==> config.mk <==
export PLATFORM = sky130hd
export DESIGN_NAME = lfsr_sequence_controller_flat
export DESIGN_NICKNAME = d
export VERILOG_FILES = /design/src/rtl/lfsr_sequence_controller_if.sv /design/src/rtl/lfsr_sequence_controller.sv /design/src/flat_wrapper.sv
export SDC_FILE = /design/constraint.sdc
export NUM_CORES = 1
export LEC_CHECK = 0
export CORE_UTILIZATION = 48
export CTS_CLUSTER_SIZE = 24
export DETAILED_ROUTE_END_ITERATION = 10
export DONT_BUFFER_PORTS = 1
export PLACE_DENSITY = 0.64
export SYNTH_ARGS = -nofsm -noshare
export SYNTH_HDL_FRONTEND = slang
export SYNTH_SLANG_ARGS = --single-unit
==> constraint.sdc <==
create_clock -name clk -period 2.75 [get_ports clk]
set_clock_uncertainty 0.05 [all_clocks]
set_input_delay 0.4125 -clock clk [delete_from_list [all_inputs] [get_ports clk]]
set_output_delay 0.4125 -clock clk [all_outputs]
set_load 0.01 [all_outputs]
==> src/rtl/lfsr_sequence_controller_if.sv <==
// Command bus between the top-level input decode (master) and the
// LFSR sequence controller (slave). A command is taken on any clock
// where cmd_valid and cmd_ready are both high.
interface lfsr_sequence_controller_if #(
  parameter int CNT_WIDTH = 16
);
  logic                 cmd_valid;
  logic [2:0]           cmd_op;
  logic [CNT_WIDTH-1:0] cmd_arg;
  logic                 cmd_ready;

  modport master (
    output cmd_valid,
    output cmd_op,
    output cmd_arg,
    input  cmd_ready
  );

  modport slave (
    input  cmd_valid,
    input  cmd_op,
    input  cmd_arg,
    output cmd_ready
  );
endinterface

==> src/rtl/lfsr_sequence_controller.sv <==
// Command-driven sequencer for a single Fibonacci LFSR. It owns the LFSR
// configuration and issues every step/reseed strobe, providing free-run,
// hold, single-step, counted bursts and automatic period measurement.
// Everything runs on the system clock; stepping is an enable, not a gated
// clock. All outputs are flops except lfsr_step while measuring, which must
// react in the same cycle the LFSR value comes back round to the seed.
module lfsr_sequence_controller #(
  parameter int         CNT_WIDTH = 16,
  parameter logic [7:0] SEED      = 8'd1
) (
  input  logic                       clk,
  input  logic                       rst,
  lfsr_sequence_controller_if.slave  cmd,
  input  logic [7:0]                 lfsr_value,
  input  logic                       lfsr_valid,
  output logic [2:0]                 lfsr_length,
  output logic                       lfsr_n_taps,
  output logic                       lfsr_step,
  output logic                       lfsr_load,
  output logic [2:0]                 ctl_state,
  output logic [CNT_WIDTH-1:0]       period,
  output logic                       period_valid,
  output logic                       err_invalid,
  output logic                       err_timeout
);

  typedef enum logic [2:0] {
    ST_IDLE    = 3'd0,
    ST_RUN     = 3'd1,
    ST_STEP    = 3'd2,
    ST_BURST   = 3'd3,
    ST_LOAD    = 3'd4,
    ST_MEASURE = 3'd5
  } state_e;

  localparam logic [2:0] OP_RUN     = 3'd1;
  localparam logic [2:0] OP_HOLD    = 3'd2;
  localparam logic [2:0] OP_STEP    = 3'd3;
  localparam logic [2:0] OP_BURST   = 3'd4;
  localparam logic [2:0] OP_MEASURE = 3'd5;
  localparam logic [2:0] OP_CONFIG  = 3'd6;

  localparam logic [CNT_WIDTH-1:0] CNT_ZERO = {CNT_WIDTH{1'b0}};
  localparam logic [CNT_WIDTH-1:0] CNT_ONE  = {{(CNT_WIDTH-1){1'b0}}, 1'b1};
  localparam logic [CNT_WIDTH-1:0] CNT_MAX  = {CNT_WIDTH{1'b1}};

  state_e               state_q, state_d;
  logic [CNT_WIDTH-1:0] cnt_q, cnt_d;
  logic [2:0]           length_q, length_d;
  logic                 n_taps_q, n_taps_d;
  logic                 step_q, step_d;
  logic                 load_q, load_d;
  logic [CNT_WIDTH-1:0] period_q, period_d;
  logic                 period_valid_q, period_valid_d;
  logic                 err_invalid_q, err_invalid_d;
  logic                 err_timeout_q, err_timeout_d;
  logic                 ready_q, ready_d;

  logic [7:0]           mask_s;
  logic                 match_s;
  logic                 meas_step_s;
  logic                 accept_s;

  // Seed match on the active low bits, and the measuring step enable.
  always_comb begin
    mask_s      = (8'd1 << length_q) - 8'd1;
    match_s     = (((lfsr_value ^ SEED) & mask_s) == 8'd0);
    // Stop stepping the moment the value is back at the seed (k >= 1),
    // so the LFSR is left holding the seed state.
    meas_step_s = (state_q == ST_MEASURE) && !((cnt_q != CNT_ZERO) && match_s);
    accept_s    = cmd.cmd_valid && ready_q;
  end

  // Next-state and next-output computation for the sequencer.
  always_comb begin
    state_d        = state_q;
    cnt_d          = cnt_q;
    length_d       = length_q;
    n_taps_d       = n_taps_q;
    step_d         = 1'b0;
    load_d         = 1'b0;
    period_d       = period_q;
    period_valid_d = period_valid_q;
    err_invalid_d  = err_invalid_q;
    err_timeout_d  = err_timeout_q;

    case (state_q)
      ST_IDLE: begin
        if (accept_s) begin
          case (cmd.cmd_op)
            OP_RUN: begin
              state_d = ST_RUN;
              step_d  = 1'b1;
            end
            OP_STEP: begin
              state_d = ST_STEP;
              step_d  = 1'b1;
            end
            OP_BURST: begin
              // A zero-length burst is a no-op.
              if (cmd.cmd_arg != CNT_ZERO) begin
                state_d = ST_BURST;
                cnt_d   = cmd.cmd_arg;
                step_d  = 1'b1;
              end else begin
                state_d = ST_IDLE;
              end
            end
            OP_MEASURE: begin
              state_d        = ST_LOAD;
              load_d         = 1'b1;
              period_valid_d = 1'b0;
            end
            OP_CONFIG: begin
              // New configuration is reseeded right away; old results no
              // longer describe this LFSR.
              length_d       = cmd.cmd_arg[2:0];
              n_taps_d       = cmd.cmd_arg[3];
              load_d         = 1'b1;
              period_valid_d = 1'b0;
              err_invalid_d  = 1'b0;
              err_timeout_d  = 1'b0;
            end
            default: begin
              // NOP, HOLD and the reserved opcode do nothing in IDLE.
              state_d = ST_IDLE;
            end
          endcase
        end else begin
          state_d = ST_IDLE;
        end
      end

      ST_RUN: begin
        if (!lfsr_valid) begin
          err_invalid_d = 1'b1;
          state_d       = ST_IDLE;
        end else if (accept_s && (cmd.cmd_op == OP_HOLD)) begin
          state_d = ST_IDLE;
        end else begin
          // Every other command is dropped while free-running.
          step_d = 1'b1;
        end
      end

      ST_STEP: begin
        if (!lfsr_valid) begin
          err_invalid_d = 1'b1;
        end else begin
          err_invalid_d = err_invalid_q;
        end
        state_d = ST_IDLE;
      end

      ST_BURST: begin
        if (!lfsr_valid) begin
          err_invalid_d = 1'b1;
          state_d       = ST_IDLE;
        end else if (cnt_q == CNT_ONE) begin
          cnt_d   = CNT_ZERO;
          state_d = ST_IDLE;
        end else begin
          cnt_d  = cnt_q - CNT_ONE;
          step_d = 1'b1;
        end
      end

      ST_LOAD: begin
        state_d = ST_MEASURE;
        cnt_d   = CNT_ZERO;
      end

      ST_MEASURE: begin
        if ((cnt_q != CNT_ZERO) && match_s) begin
          period_d       = cnt_q;
          period_valid_d = 1'b1;
          state_d        = ST_IDLE;
        end else if (!lfsr_valid) begin
          err_invalid_d = 1'b1;
          state_d       = ST_IDLE;
        end else if (cnt_q == CNT_MAX) begin
          // Saturate instead of wrapping: report all ones and flag it.
          period_d       = CNT_MAX;
          period_valid_d = 1'b1;
          err_timeout_d  = 1'b1;
          state_d        = ST_IDLE;
        end else begin
          cnt_d = cnt_q + CNT_ONE;
        end
      end

      default: begin
        state_d = ST_IDLE;
      end
    endcase

    ready_d = (state_d == ST_IDLE) || (state_d == ST_RUN);
  end

  // State and output registers with synchronous reset.
  always_ff @(posedge clk) begin
    if (rst) begin
      state_q        <= ST_IDLE;
      cnt_q          <= CNT_ZERO;
      length_q       <= 3'd7;
      n_taps_q       <= 1'b0;
      step_q         <= 1'b0;
      load_q         <= 1'b0;
      period_q       <= CNT_ZERO;
      period_valid_q <= 1'b0;
      err_invalid_q  <= 1'b0;
      err_timeout_q  <= 1'b0;
      ready_q        <= 1'b1;
    end else begin
      state_q        <= state_d;
      cnt_q          <= cnt_d;
      length_q       <= length_d;
      n_taps_q       <= n_taps_d;
      step_q         <= step_d;
      load_q         <= load_d;
      period_q       <= period_d;
      period_valid_q <= period_valid_d;
      err_invalid_q  <= err_invalid_d;
      err_timeout_q  <= err_timeout_d;
      ready_q        <= ready_d;
    end
  end

  assign cmd.cmd_ready  = ready_q;
  assign lfsr_length    = length_q;
  assign lfsr_n_taps    = n_taps_q;
  assign lfsr_step      = step_q | meas_step_s;
  assign lfsr_load      = load_q;
  assign ctl_state      = state_q;
  assign period         = period_q;
  assign period_valid   = period_valid_q;
  assign err_invalid    = err_invalid_q;
  assign err_timeout    = err_timeout_q;

endmodule

==> src/flat_wrapper.sv <==
// flat-port wrapper written by rule: the top's interface ports become plain ports
module lfsr_sequence_controller_flat 
#(
  parameter int         CNT_WIDTH = 16,
  parameter logic [7:0] SEED      = 8'd1
)
  (clk, rst, lfsr_value, lfsr_valid, lfsr_length, lfsr_n_taps, lfsr_step, lfsr_load, ctl_state, period, period_valid, err_invalid, err_timeout, cmd_cmd_valid, cmd_cmd_op, cmd_cmd_arg, cmd_cmd_ready);
  lfsr_sequence_controller_if #(.CNT_WIDTH(CNT_WIDTH)) cmd_i ();
  input  logic clk;
  input  logic rst;
  input  logic [7:0] lfsr_value;
  input  logic lfsr_valid;
  output logic [2:0] lfsr_length;
  output logic lfsr_n_taps;
  output logic lfsr_step;
  output logic lfsr_load;
  output logic [2:0] ctl_state;
  output logic [CNT_WIDTH-1:0] period;
  output logic period_valid;
  output logic err_invalid;
  output logic err_timeout;
  input wire logic [$bits(cmd_i.cmd_valid)-1:0] cmd_cmd_valid;
  input wire logic [$bits(cmd_i.cmd_op)-1:0] cmd_cmd_op;
  input wire logic [$bits(cmd_i.cmd_arg)-1:0] cmd_cmd_arg;
  output wire logic [$bits(cmd_i.cmd_ready)-1:0] cmd_cmd_ready;
  assign cmd_i.cmd_valid = cmd_cmd_valid;
  assign cmd_i.cmd_op = cmd_cmd_op;
  assign cmd_i.cmd_arg = cmd_cmd_arg;
  assign cmd_cmd_ready = cmd_i.cmd_ready;
  lfsr_sequence_controller #(.CNT_WIDTH(CNT_WIDTH), .SEED(SEED)) u_core (.clk(clk), .rst(rst), .cmd(cmd_i), .lfsr_value(lfsr_value), .lfsr_valid(lfsr_valid), .lfsr_length(lfsr_length), .lfsr_n_taps(lfsr_n_taps), .lfsr_step(lfsr_step), .lfsr_load(lfsr_load), .ctl_state(ctl_state), .period(period), .period_valid(period_valid), .err_invalid(err_invalid), .err_timeout(err_timeout));
endmodule
Word level (Yosys, flattened, before mapping)
Cells that the tools add are included.
Word-level totals
  register bits after elaboration: 45
  bits of input ports: 31
  output and inout bits: 29
  word-level logic and storage cells: 117
Cells by class
  add/sub/neg operators: 3
  equality and inequality tests: 26
  shifts and indexed selects: 1
  mux-type cells: 45
  bitwise logic cells: 5
  reduce and logical (&&, ||, !) cells: 26
Operators with widths (count)
  $mux 16: 11
  $pmux 16 s4: 1
  $reduce_bool 16->1: 2
  $pmux 3 s5: 2
  $mux 3: 8
  $mux 1: 17
  $add 16x1->16 const B: 1
  $eq 16x1->1 const B: 1
  $eq 16x16->1 const B: 1
  $ne 2x2->1 const B: 8
  $sub 16x1->16 const B: 1
  $eq 3x3->1 const B: 5
  $eq 3x2->1 const B: 4
  $eq 3x1->1 const B: 3
  $and 8x8->8: 1
  $logic_not 8->1: 1
  $reduce_and 8->1: 1
  $shl 1x3->8 const A: 1
  $sub 8x1->8 const B: 1
  $logic_not 3->1: 2
  $ne 3x3->1 const B: 2
  $pmux 1 s2: 3
  $pmux 1 s3: 2
  $reduce_and 3->1: 2
  other kinds (15): 25

Logic depth before layout (Yosys ltp)
Gate-level depths: netlist (run 1).
  depth after elaboration: 9
  gate-level depth with buffers: 12
  gate-level depth less buffers: 9

Worst setup path after synthesis (run 1)
Ideal clock, no wire load.
  path type: reg2reg
  start: register u_core.length_q[0] (netlist: u_core.lfsr_length[0])
  end: register u_core.cnt_q[11]
  library setup time: 0.122 ns
  data arrival time: 2.364 ns
  data required time: 2.578 ns
  path slack: 0.213 ns
  cell stages (with the launch flop): 12
  buffers on the path: 3
  period minus slack after synthesis: 2.537 ns
  cells stage by stage: dfxtp_1 -> buf_6 -> or3_4 -> ha_1 -> nor4b_1 -> o31ai_1 -> and3_1 -> and3_1 -> buf_6 -> buf_12 -> o31ai_1 -> a21oi_1
On the way
  cells in the longest elaborated chain, start to end: 7
RTL lines
  start: declaration: line lfsr_sequence_controller.sv:49  | logic [2:0] length_q, length_d;
  start signal: assignment: line lfsr_sequence_controller.sv:217  | length_q <= length_d;
  $shl 1x3->8: line lfsr_sequence_controller.sv:66  | mask_s = (8'd1 << length_q) - 8'd1;
  $sub 8x1->8: line lfsr_sequence_controller.sv:66
  $and 8x8->8: line lfsr_sequence_controller.sv:67  | match_s = (((lfsr_value ^ SEED) & mask_s) == 8'd0);
  $logic_not 8->1: line lfsr_sequence_controller.sv:67
  $logic_and 1x1->1: line lfsr_sequence_controller.sv:174  | if ((cnt_q != CNT_ZERO) && match_s) begin
  $ne 2x2->1 (no line)
  $reduce_and 8->1 (no line)
  end signal: assignment: line lfsr_sequence_controller.sv:216  | cnt_q <= cnt_d;
  end: declaration: line lfsr_sequence_controller.sv:48  | logic [CNT_WIDTH-1:0] cnt_q, cnt_d;
Every way passes these cells.
A chain may end at the register's enable or synchronous reset.

Worst setup path in the final report (run 1)
  start: register u_core.length_q[2] (netlist: u_core.lfsr_length[2])
  end: output lfsr_step
On the way
  cells in the longest elaborated chain, start to end: 8
RTL lines
  $shl 1x3->8: line lfsr_sequence_controller.sv:66
  $sub 8x1->8: line lfsr_sequence_controller.sv:66
  $and 8x8->8: line lfsr_sequence_controller.sv:67
  $logic_not 8->1: line lfsr_sequence_controller.sv:67
  $logic_and 1x1->1: line lfsr_sequence_controller.sv:70  | meas_step_s = (state_q == ST_MEASURE) && !((cnt_q != CNT_ZERO) && match_s);
  $logic_not 1->1: line lfsr_sequence_controller.sv:70
  $logic_and 1x1->1: line lfsr_sequence_controller.sv:70
  $or 1x1->1: line lfsr_sequence_controller.sv:232  | assign lfsr_step = step_q | meas_step_s;
  end: declaration: line flat_wrapper.sv:15  | output logic lfsr_step;
Every way passes these cells.

==> results by group, run 1 <==
Yosys
  • Top cell type's share of synthesized area: 0.283
  • Synthesized cell area: 0.00318 mm^2
  • Unique masters post-synth: 75
  • Syn Nets: 417
  • Register area share after synthesis: 0.283
  • Post-synth ARST share: 0
  • Synth area leaders: dfxtp_1, o221a_2, a21oi_1
  • Cell taking the most area after synthesis: dfxtp_1
  • Ys Warns: 0
  • Count leader, synth: dfxtp_1
  • Commonest cells in the netlist: dfxtp_1, nor2_1, a21oi_1
  • Post-Syn Area per Cell: 8.33 um^2
  • Gate Count Post-Synth: 382
  • Ys flop type: dfxtp_1
  • EDFF count, synth: 0
  • FF+latch count, synth: 45

Timing
  • Fmax: 374 MHz
  • Final Setup Violations: 0
  • Final min period: 2680 ps
  • Unrepaired setup endpoints after global routing: false
  • Setup tns final: 0 ps
  • Slew HR: 0.496
  • Final Hold Fails: 0
  • Final Max Slew Viols: 0
  • Slew of the pin with the lowest slew margin: about 750 ps
  • Tcrit/Tclk final: 0.974
  • Fin Hold WS: 96.2 ps

Run status
  • Status: complete, no violations

GRT
  • GR Layer Usage met2: 0.405
  • GRT busiest layer: met2
  • Met3 global-route usage: 0.0765
  • Initial antenna violation count: 0
  • Vias in the first global route: 2785
  • GR Util All Layers: 0.268
  • Total gr overflow: 0
  • Met1 Track Usage GR: 0.364
  • Pin count of the biggest net entering global routing: 32
  • First-pass GRT wire length: 14600 um

Floorplanning
  • Core Region: approximately 0.0064 mm^2
  • Die area: ~0.0070 mm^2
  • Die width: 83.4 um
  • Starting Density: 0.498
  • Row count: 29
  • I/O pin total: 60
  • Chip height: roughly 83 um

Finish
  • Share of layout cells above drive strength 1: 0.212
  • Ant diodes: 0
  • Area grow syn2layout: 7.79%
  • Final non-filler cell total: 463
  • Layout net count: 420
  • Final core utilization: 0.537

Power and ir drop
  • Worst vdd ir: 0.286 mV
  • Sw power: between 0.4 and 0.5 mW
  • Internal power: around 1.1 mW
  • Combinational share of power: 0.199
  • Leak pwr: 1.23 nW
  • Sequential share of power: 0.459
  • Clock power frac: 0.342
  • Power per Cell Area: 446 mW/mm^2
  • Sw frac: 0.299

Drt
  • Drt wl/cell: 20.1 um
  • Initial DRC Count: 307
  • Drt total wl: 9310 um
  • Vias post-DR: 3087
  • Post-DR vias/cell: 6.67
  • Drt first pass iters: 5
  • ANT nets after route: 0
  • DR DRC count: 0

Placed design
  • Hpwl dp: 6500 um
  • Routability Congestion: 0.885
  • Placed cell count: 450
  • Port bufs: 0

Setup path
  • Crit-path max cell delay: 390 ps
  • Critical Path Source Type: flip-flop
  • Critical Path End Type: primary output
  • Worst Path Max Fanout: 5
  • Worst path slowest cell: or3_4
  • R2r setup slk: 150 ps
  • Setup CP Type: flip-flop to primary output
  • Reg2reg end: u_core.cnt_q[14]$_SDFFE_PP0P_
  • Endpoint required time on the critical path: 2290 ps
  • FF-to-FF Start: u_core.lfsr_length[2]$_SDFFE_PP1P_
  • Worst Setup EP: lfsr_step
  • Worst Reg-to-Reg Cells: 9
  • Crit path from: u_core.lfsr_length[2]$_SDFFE_PP1P_
  • Worst EP arrival: 2210 ps
  • Crit path cell chain: or3_4, ha_4, and2b_2, a221oi_4, nand4_1, a21o_1

Min path
  • Worst Hold Class: primary input to flip-flop

Clocking
  • Clock tree buffer depth: 2
  • H-tree depth: 2
  • CTS tree: done
  • CTS Hold Bufs: 0
  • Reg clk slew, reported paths: 100 ps
  • CTS Buf Count: 5
  • Clock sinks: 45
  • Root Driver: clkbuf_8
  • Worst-Skew Late Latency: 320 ps

Job
  • Max-cap violations: 0
worst min-delay path by stage:
| stage | from | endpoint | slack (ps) | depth (start not counted) |
|---|---|---|---|---|
| final | rst | u_core.cnt_q[15]$_SDFFE_PP0P_ | 100 | 1 |
| after CTS | rst | u_core.cnt_q[5]$_SDFFE_PP0P_ | 90 | 1 |
| after global routing | rst | u_core.cnt_q[7]$_SDFFE_PP0P_ | 70 | 1 |
| after detailed placement | rst | u_core.cnt_q[15]$_SDFFE_PP0P_ | 440 | 1 |
| after global placement | rst | u_core.lfsr_n_taps$_SDFFE_PP0P_ | 440 | 1 |
| after floorplan | u_core.cnt_q[10]$_SDFFE_PP0P_ | u_core.cnt_q[10]$_SDFFE_PP0P_ | 450 | 2 |
power groups by stage:
stage	combinational, mW	sequential (mW)	clock (mW)
2_1_floorplan	0.239	0.699	0
4_1_cts	0.291	0.700	0.534
5_1_grt	0.331	0.703	0.569
6_report	0.304	0.701	0.523
3_5_place_dp	0.289	0.715	0
3_3_place_gp	0.288	0.714	0
layer usage:
| layer | vias to the layer above | wire (um) |
|---|---|---|
| li1 | 1463 | - |
| met1 | 1458 | 4210 |
| met2 | 147 | 4160 |
| met3 | 19 | 763 |
| met4 | 0 | 173 |
| met5 | - | 0 |
cells by family after synthesis:
kind of cell / after synthesis / share of synthesized area
AOI/OAI and AO/OA: 127 / 0.305
adders and majority gates: 4 / 0.0157
buffers and inverters: 50 / 0.101
and+or+nand+nor: 138 / 0.243
xor gates and xnor gates: 14 / 0.0385
DFF: 45 / 0.283
muxes: 4 / 0.0126
stage by stage:
stage / power, mW / setup WS, ps / instance area [um^2]
floorplan: 0.937 / 213 / 3180
global placement: 1.00 / 195 / 3250
detailed placement: 1.00 / 155 / 3250
CTS: 1.52 / 22.3 / 3370
global route: 1.60 / 15.7 / 3430
finish: 1.53 / 72.7 / 3430
placed cells by master (no fill, tap or decap), types with 10 or more instances in the layout:
cell type / count
a21oi_1: 27
buf_4: 33
dfxtp_1: 44
inv_1: 11
nand2_1: 26
nand3_1: 15
nor2_1: 28
nor3_1: 15
nor4_1: 11
o211ai_1: 11
o21ai_0: 10
o221a_2: 16
o31ai_1: 13
xnor2_1: 10
area by class of cell:
type	count	area (um^2)
Clock buffer	5	68.8
Clock inverter	3	43.8
Sequential cell	45	905
Multi-Input combinational cell	287	1990
Timing Repair Buffer	35	288
Tap cell	77	96.3
Inverter	11	41.3
Fill cell	594	2960
registers in the layout, summed over array words and instances, names as in the netlist:
name / count
u_core.lfsr_n_taps: 1
u_core.err_timeout: 1
u_core.cmd.cmd_ready: 1
u_core.cnt_q: 16
u_core.err_invalid: 1
u_core.step_q: 1
u_core.ctl_state: 3
u_core.lfsr_load: 1
u_core.lfsr_length: 3
u_core.period_valid: 1
u_core.period: 16
worst max-delay path, delay by kind of cell, from the launching register on:
kind	cells	cell delay, ps
AO/OA/AOI/OAI	2	450
adder cells (fa/ha/maj)	1	270
flip-flops	1	370
AND/OR/NAND/NOR	3	810
timing repair:
action | CTS | global route
resized for setup | 1 | 5
buffers inserted | 1 | 4
pin swaps | 1 | 3
endpoints found under the setup margin | 1 | 13
Note: power is estimated with default switching activity, not from simulation.
==> inputs of run 2 (changes only) <==
Settings changed: ABC_CLOCK_PERIOD_IN_PS set to 2850, HOLD_SLACK_MARGIN set to 0.02.
Clock period 2.75 ns to 2.85 ns, I/O delays scaled along.
==> run 2 against run 1 <==
Against the previous run: flip-flop and latch count is the same; non-clock buffer count shrank 13; critical path depth is the same; routed wire length shrank 3.3%; final cell count shrank 2.8%; hold slack gained 31 ps; critical endpoint unchanged; largest cell class unchanged; highest routed layer unchanged.
==> results by group, run 2 (synthesis gave the netlist of run 1 again) <==
Setup path
  • Worst Path Max Fanout: 6 (was 5)
  • Setup CP Type: flip-flop to primary output (unchanged)
  • Critical Path Source Type: flip-flop (unchanged)
  • Critical Path End Type: primary output (unchanged)
  • Worst Reg-to-Reg Cells: 8 (was 9)
  • Endpoint required time on the critical path: 2370 ps (was 2290 ps)
  • Worst EP arrival: 2280 ps (was 2210 ps)

Min path
  • Worst Hold Class: primary input to flip-flop (unchanged)
  • Hold Path Depth: 1 (unchanged)

Drt
  • ANT nets after route: 0 (unchanged)
  • DR DRC count: 0 (unchanged)
  • Drt first pass iters: 5 (unchanged)
  • Initial DRC Count: 276 (was 307)
  • Drt total wl: 9000 um (was 9310 um)
  • Post-DR vias/cell: 6.67 (about the same)
  • Drt wl/cell: 20.0 um (was 20.1 um)
  • Vias post-DR: 3002 (was 3087)

Timing
  • Slew HR: 0.501 (was 0.496)
  • Final Max Slew Viols: 0 (unchanged)
  • Final Setup Violations: 0 (unchanged)
  • Setup tns final: 0 ps (unchanged)
  • Final min period: 2750 ps
  • Final Hold Fails: 0 (unchanged)
  • Post-route setup slack: 95.9 ps (was 72.7 ps)
  • Unrepaired setup endpoints after global routing: false (unchanged)
  • Slew of the pin with the lowest slew margin: 748 ps (was 751 ps)
  • Tcrit/Tclk final: 0.966
  • Fmax: 363 MHz

Placed design
  • Worst slack at placement: 237 ps (was 155 ps)
  • Routability Congestion: 0.878 (was 0.885)
  • Hpwl dp: 6480 um (was 6500 um)
  • Placed cell count: 441 (was 450)
  • Port bufs: 0 (unchanged)

Clocking
  • Root Driver: clkbuf_8 (unchanged)
  • CTS Hold Bufs: 0 (unchanged)
  • Clock tree buffer depth: 2 (unchanged)
  • Worst-Skew Late Latency: 310 ps (was 320 ps)
  • CTS Buf Count: 5 (unchanged)
  • H-tree depth: 2 (unchanged)
  • Clock sinks: 45 (unchanged)
  • Reg clk slew, reported paths: 100 ps (about the same)
  • CTS tree: done (unchanged)

Finish
  • Commonest non-fill, non-tap cell in the layout: dfxtp_1 (unchanged)
  • Ant diodes: 0 (unchanged)
  • Filler cells: 629 (was 594)
  • Register Area: 901 um^2 (was 905 um^2)
  • Area occupied by multi-input gates: 0.00197 mm^2 (was 0.00199 mm^2)
  • Share of layout cells above drive strength 1: 0.177 (was 0.212)
  • Most frequent cells in the layout: dfxtp_1, nor2_1, a21oi_1, nand2_1, buf_4 (was dfxtp_1, buf_4, nor2_1, a21oi_1, nand2_1)
  • Final non-filler cell total: 450 (was 463)
  • Area grow syn2layout: 2.24% (was 7.79%)
  • Layout net count: 407 (was 420)

GRT
  • GR Util All Layers: 0.264 (was 0.268)
  • Total gr overflow: 0 (unchanged)
  • Pin count of the biggest net entering global routing: 25 (was 32)
  • First-pass GRT wire length: 14700 um (was 14600 um)
  • Vias in the first global route: 2741 (was 2785)
  • Initial antenna violation count: 0 (unchanged)

Run status
  • Status: complete, no violations (unchanged)

Floorplanning
  • Die width: 83.4 um (unchanged)
  • Row count: 29 (unchanged)
  • I/O pin total: 60 (unchanged)
  • Chip height: 83.4 um (unchanged)
  • Starting Density: 0.498 (unchanged)
  • Die area: 0.00696 mm^2 (unchanged)
  • Core Region: 0.00639 mm^2 (unchanged)

Power and ir drop
  • Total power: 1.35 mW (was 1.53 mW)
  • Leak pwr: 1.13 nW (was 1.23 nW)
  • Power per Cell Area: 415 mW/mm^2 (was 446 mW/mm^2)
  • Worst vdd ir: 0.293 mV (was 0.286 mV)

Job
  • Max-cap violations: 0 (unchanged)
## run 2: changes by cell type in the layout (fill, tap and decap cells not counted), sizes merged
cell    previous run  this run
inv               12        11
clkbuf             5         6
buf               35        22
bufinv             1         0
clkinv             1         2
## run 2: what timing repair did
item	in CTS	in global routing
setup endpoints to repair	1	18
gates cloned	0	0
buffers inserted	1	0
pin swaps	1	0
resized for setup	0	2
## run 2: worst paths after layout
path / startpoint / end / slack, ps
worst max-delay path: u_core.lfsr_length[2]$_SDFFE_PP1P_ / lfsr_step / 100
worst min-delay path: rst / u_core.cnt_q[7]$_SDFFE_PP0P_ / 130
worst max register to register: u_core.lfsr_length[2]$_SDFFE_PP1P_ / u_core.period[14]$_SDFFE_PP0P_ / 170
worst min register to register: u_core.cnt_q[10]$_SDFFE_PP0P_ / u_core.cnt_q[10]$_SDFFE_PP0P_ / 490
## run 2: layout make-up
| cell class | count | area share |
|---|---|---|
| sequential | 45 | 0.277 |
| clock buffer | 6 | 0.0223 |
| inverter | 11 | 0.0127 |
| tap | 77 | 0.0296 |
| timing repair buffer | 22 | 0.0508 |
| clock inverter | 2 | 0.00308 |
| multi-input combinational | 287 | 0.604 |
## run 2: power breakdown
group / internal, mW / total, mW / switching [mW]
Clock: 0.171 / 0.398 / 0.228
Combinational: 0.109 / 0.264 / 0.156
Sequential: 0.647 / 0.686 / 0.0387
Total: 0.927 / 1.35 / 0.422
## run 2: through the flow
step / utilization / area, um^2 / hold slack (ps)
5_1_grt: 0.509 / 3250 / 116
3_5_place_dp: 0.494 / 3150 / 451
3_3_place_gp: 0.494 / 3150 / 452
4_1_cts: 0.508 / 3240 / 120
2_1_floorplan: - / 3180 / 448
6_report: 0.509 / 3250 / 127
## run 2: routing by layer
metal,part of all wire,track usage,wire length (um),vias up
met2,0.45,0.396,4030,127
li1,-,-,-,1424
met5,0,0,0,-
met3,0.083,0.0696,750,9
met4,0.011,0.0784,103,0
met1,0.46,0.369,4120,1442
## run 2: critical path, cell delays in order (launching register included)
cell and delay (ps):
dfxtp_1 320, or3_4 390, ha_1 270, o211a_1 140, o31ai_1 390, nand4_1 210, a21o_1 260
==> inputs of run 3 (changes only) <==
Settings changed: ABC_AREA set to 1.
==> run 3 against run 2 <==
Against the previous run: synthesized cell count rose by 38%; critical endpoint unchanged; hold slack worse by 10 ps; combinational power is 45% higher; sequential share of layout area fell by 0.45 points; fmax is 6.6% higher.
==> results by group, run 3 <==
Run status
  • Status: complete, no violations (unchanged)

Setup path
  • Crit path cell chain: inv_1, nand3_1, ha_1, inv_1, o21ai_0, nor2_1, nor2_1, nand2_1, a21o_1 (was or3_4, ha_1, o211a_1, o31ai_1, nand4_1, a21o_1)
  • Endpoint required time on the critical path: 2370 ps (about the same)
  • FF-to-FF Start: u_core.lfsr_length[0]$_SDFFE_PP1P_ (was u_core.lfsr_length[2]$_SDFFE_PP1P_)
  • Worst Path Max Fanout: 6 (unchanged)
  • Crit-path max cell delay: 420 ps (was 390 ps)
  • Critical Path End Type: primary output (unchanged)
  • R2r setup slk: 500 ps (was 170 ps)
  • Worst path slowest cell: dfxtp_1 (was or3_4)
  • Worst Reg-to-Reg Cells: 12 (was 8)
  • Worst EP arrival: 2110 ps (was 2280 ps)
  • Critical Path Source Type: flip-flop (unchanged)
  • Worst Setup EP: lfsr_step (unchanged)
  • Crit path from: u_core.lfsr_length[0]$_SDFFE_PP1P_ (was u_core.lfsr_length[2]$_SDFFE_PP1P_)
  • Reg2reg end: u_core.cnt_q[13]$_SDFFE_PP0P_ (was u_core.period[14]$_SDFFE_PP0P_)
  • Setup CP Type: flip-flop to primary output (unchanged)

Yosys
  • Unique masters post-synth: 32 (was 75)
  • Synth area leaders: dfxtp_1, nand2_1, nor2_1 (was dfxtp_1, o221a_2, a21oi_1)
  • FF+latch count, synth: 45 (unchanged)
  • Synthesized cell area: 0.00315 mm^2 (was 0.00318 mm^2)
  • Ys Warns: 0 (unchanged)
  • Top cell type's share of synthesized area: 0.286 (was 0.283)
  • Post-Syn Area per Cell: 5.98 um^2 (was 8.33 um^2)
  • Ys flop type: dfxtp_1 (unchanged)
  • Syn Nets: 561 (was 417)
  • EDFF count, synth: 0 (unchanged)
  • Gate Count Post-Synth: 526 (was 382)
  • Register area share after synthesis: 0.286 (was 0.283)
  • Cell taking the most area after synthesis: dfxtp_1 (unchanged)
  • Commonest cells in the netlist: nand2_1, nor2_1, nand3_1 (was dfxtp_1, nor2_1, a21oi_1)
  • Post-synth ARST share: 0 (unchanged)
  • Count leader, synth: nand2_1 (was dfxtp_1)

Finish
  • Most frequent cells in the layout: nand2_1, nor2_1, nand3_1, inv_1, dfxtp_1 (was dfxtp_1, nor2_1, a21oi_1, nand2_1, buf_4)
  • Commonest non-fill, non-tap cell in the layout: nand2_1 (was dfxtp_1)
  • Final non-filler cell total: 600 (was 450)
  • Layout net count: 557 (was 407)
  • Area grow syn2layout: 5.29% (was 2.24%)
  • Final core utilization: 0.522 (was 0.509)
  • Ant diodes: 0 (unchanged)
  • Filler cells: 700 (was 629)
  • Share of layout cells above drive strength 1: 0.0574 (was 0.177)

Floorplanning
  • Row count: 29 (unchanged)
  • Starting Density: 0.496 (was 0.498)
  • Die area: 0.00689 mm^2 (was 0.00696 mm^2)
  • I/O pin total: 60 (unchanged)
  • Die width: 83.0 um (was 83.4 um)
  • Chip height: 83.0 um (was 83.4 um)
  • Core Region: 0.00635 mm^2 (was 0.00639 mm^2)

Timing
  • Slew of the pin with the lowest slew margin: 966 ps (was 748 ps)
  • Final Setup Violations: 0 (unchanged)
  • Final Hold Fails: 0 (unchanged)
  • Slew HR: 0.356 (was 0.501)
  • Setup tns final: 0 ps (unchanged)
  • Fmax: 387 MHz (was 363 MHz)
  • Unrepaired setup endpoints after global routing: false (unchanged)
  • Fin Hold WS: 117 ps (was 127 ps)
  • Tcrit/Tclk final: 0.906 (was 0.966)
  • Final Max Slew Viols: 0 (unchanged)
  • Final min period: 2580 ps (was 2750 ps)

Clocking
  • H-tree depth: 2 (unchanged)
  • CTS Buf Count: 5 (unchanged)
  • Clock tree buffer depth: 2 (unchanged)
  • CTS Hold Bufs: 0 (unchanged)
  • Root Driver: clkbuf_8 (unchanged)
  • Worst-Skew Late Latency: 310 ps (about the same)
  • CTS tree: done (unchanged)
  • Setup bufs post-CTS: 0 (was 1)
  • Reg clk slew, reported paths: 100 ps (about the same)
  • Clock sinks: 45 (unchanged)

Min path
  • Worst Hold Class: primary input to flip-flop (unchanged)

GRT
  • Total gr overflow: 0 (unchanged)
  • Initial antenna violation count: 0 (unchanged)
  • Vias in the first global route: 3064 (was 2741)
  • First-pass GRT wire length: 14800 um (was 14700 um)
  • Pin count of the biggest net entering global routing: 34 (was 25)
  • GR Util All Layers: 0.265 (was 0.264)

Drt
  • DR DRC count: 0 (unchanged)
  • Drt wl/cell: 14.7 um (was 20.0 um)
  • Drt first pass iters: 5 (unchanged)
  • Drt total wl: 8800 um (was 9000 um)
  • ANT nets after route: 0 (unchanged)
  • Vias post-DR: 3318 (was 3002)
  • Post-DR vias/cell: 5.53 (was 6.67)
  • Initial DRC Count: 239 (was 276)

Power and ir drop
  • Total power: 1.59 mW (was 1.35 mW)
  • Worst vdd ir: 0.283 mV (was 0.293 mV)
  • Leak pwr: 1.52 nW (was 1.13 nW)
  • Power per Cell Area: 480 mW/mm^2 (was 415 mW/mm^2)

Job
  • Max-cap violations: 0 (unchanged)

Placed design
  • Placed cell count: 592 (was 441)
  • Port bufs: 0 (unchanged)
  • Routability Congestion: 0.905 (was 0.878)
  • Hpwl dp: 6630 um (was 6480 um)
-- run 3: cell types whose count changed after synthesis, sizes merged, moves of 16 or more --
cell | previous run | this run
nand2 | 26 | 139
nor2 | 29 | 112
inv | 11 | 50
nand3 | 15 | 54
o21ai | 13 | 37
o221a | 16 | 0
-- run 3: area by class of cell --
| class | instances | area [um^2] | share of cell area |
|---|---|---|---|
| multi-input cells | 412 | 1960 | 0.590 |
| flip-flops and latches | 45 | 903 | 0.273 |
| inverters | 50 | 188 | 0.0566 |
| well taps | 77 | 96.3 | 0.0291 |
| clock buffers | 6 | 72.6 | 0.0219 |
| repair buffers | 8 | 60.1 | 0.0181 |
| clock inverters | 2 | 38.8 | 0.0117 |
-- run 3: kinds of logic (layout without fill, tap and decap cells) --
group / Yosys count / in the layout / synth area share
buf+inv: 69 / 66 / 0.0934
flops: 45 / 45 / 0.286
compound gates: 74 / 74 / 0.134
fa+ha+maj: 4 / 4 / 0.0159
xor+xnor: 6 / 6 / 0.0167
simple gates: 328 / 328 / 0.454
-- run 3: repair_timing --
item | 4_1_cts | 5_1_grt
hold endpoints to repair | 0 | 0
resized for setup | 0 | 3
endpoints found under the setup margin | 0 | 1
-- run 3: how the worst min path moves through the flow --
| stage | from | endpoint | slack, ps | depth (start not counted) |
|---|---|---|---|---|
| after global routing | rst | u_core.cnt_q[2]$_SDFFE_PP0P_ | 110 | 1 |
| after detailed placement | u_core.period_valid$_SDFFE_PP0P_ | u_core.period_valid$_SDFFE_PP0P_ | 440 | 2 |
| after global placement | u_core.period_valid$_SDFFE_PP0P_ | u_core.period_valid$_SDFFE_PP0P_ | 440 | 2 |
| after CTS | rst | u_core.ctl_state[0]$_SDFF_PP0_ | 120 | 1 |
| after floorplan | u_core.period_valid$_SDFFE_PP0P_ | u_core.period_valid$_SDFFE_PP0P_ | 420 | 2 |
| final | rst | u_core.ctl_state[0]$_SDFF_PP0_ | 120 | 1 |
-- run 3: stage by stage --
step | area, um^2 | setup WS, ps
6_report | 3310 | 267
5_1_grt | 3310 | 1.49
4_1_cts | 3310 | 132
3_5_place_dp | 3200 | 390
3_3_place_gp | 3200 | 423
2_1_floorplan | 3150 | 723
-- run 3: layer usage --
| layer | vias to the layer above | share of wire | global-route usage |
|---|---|---|---|
| li1 | 1689 | - | - |
| met1 | 1506 | 0.45 | 0.355 |
| met2 | 116 | 0.47 | 0.446 |
| met3 | 7 | 0.065 | 0.0427 |
| met4 | 0 | 0.0088 | 0.0596 |
| met5 | - | 0 | 0 |
-- run 3: power by group --
group	internal [mW]	switching, mW
clock	0.264	0.234
sequential	0.658	0.0501
combinational	0.128	0.257
total	1.05	0.541
-- run 3: critical path, delay by kind of cell, from the launching register on --
kind	cells	cell delay (ps)
compound gates	2	380
buf+inv	2	220
fa+ha+maj	1	210
flops	1	420
simple gates	4	580
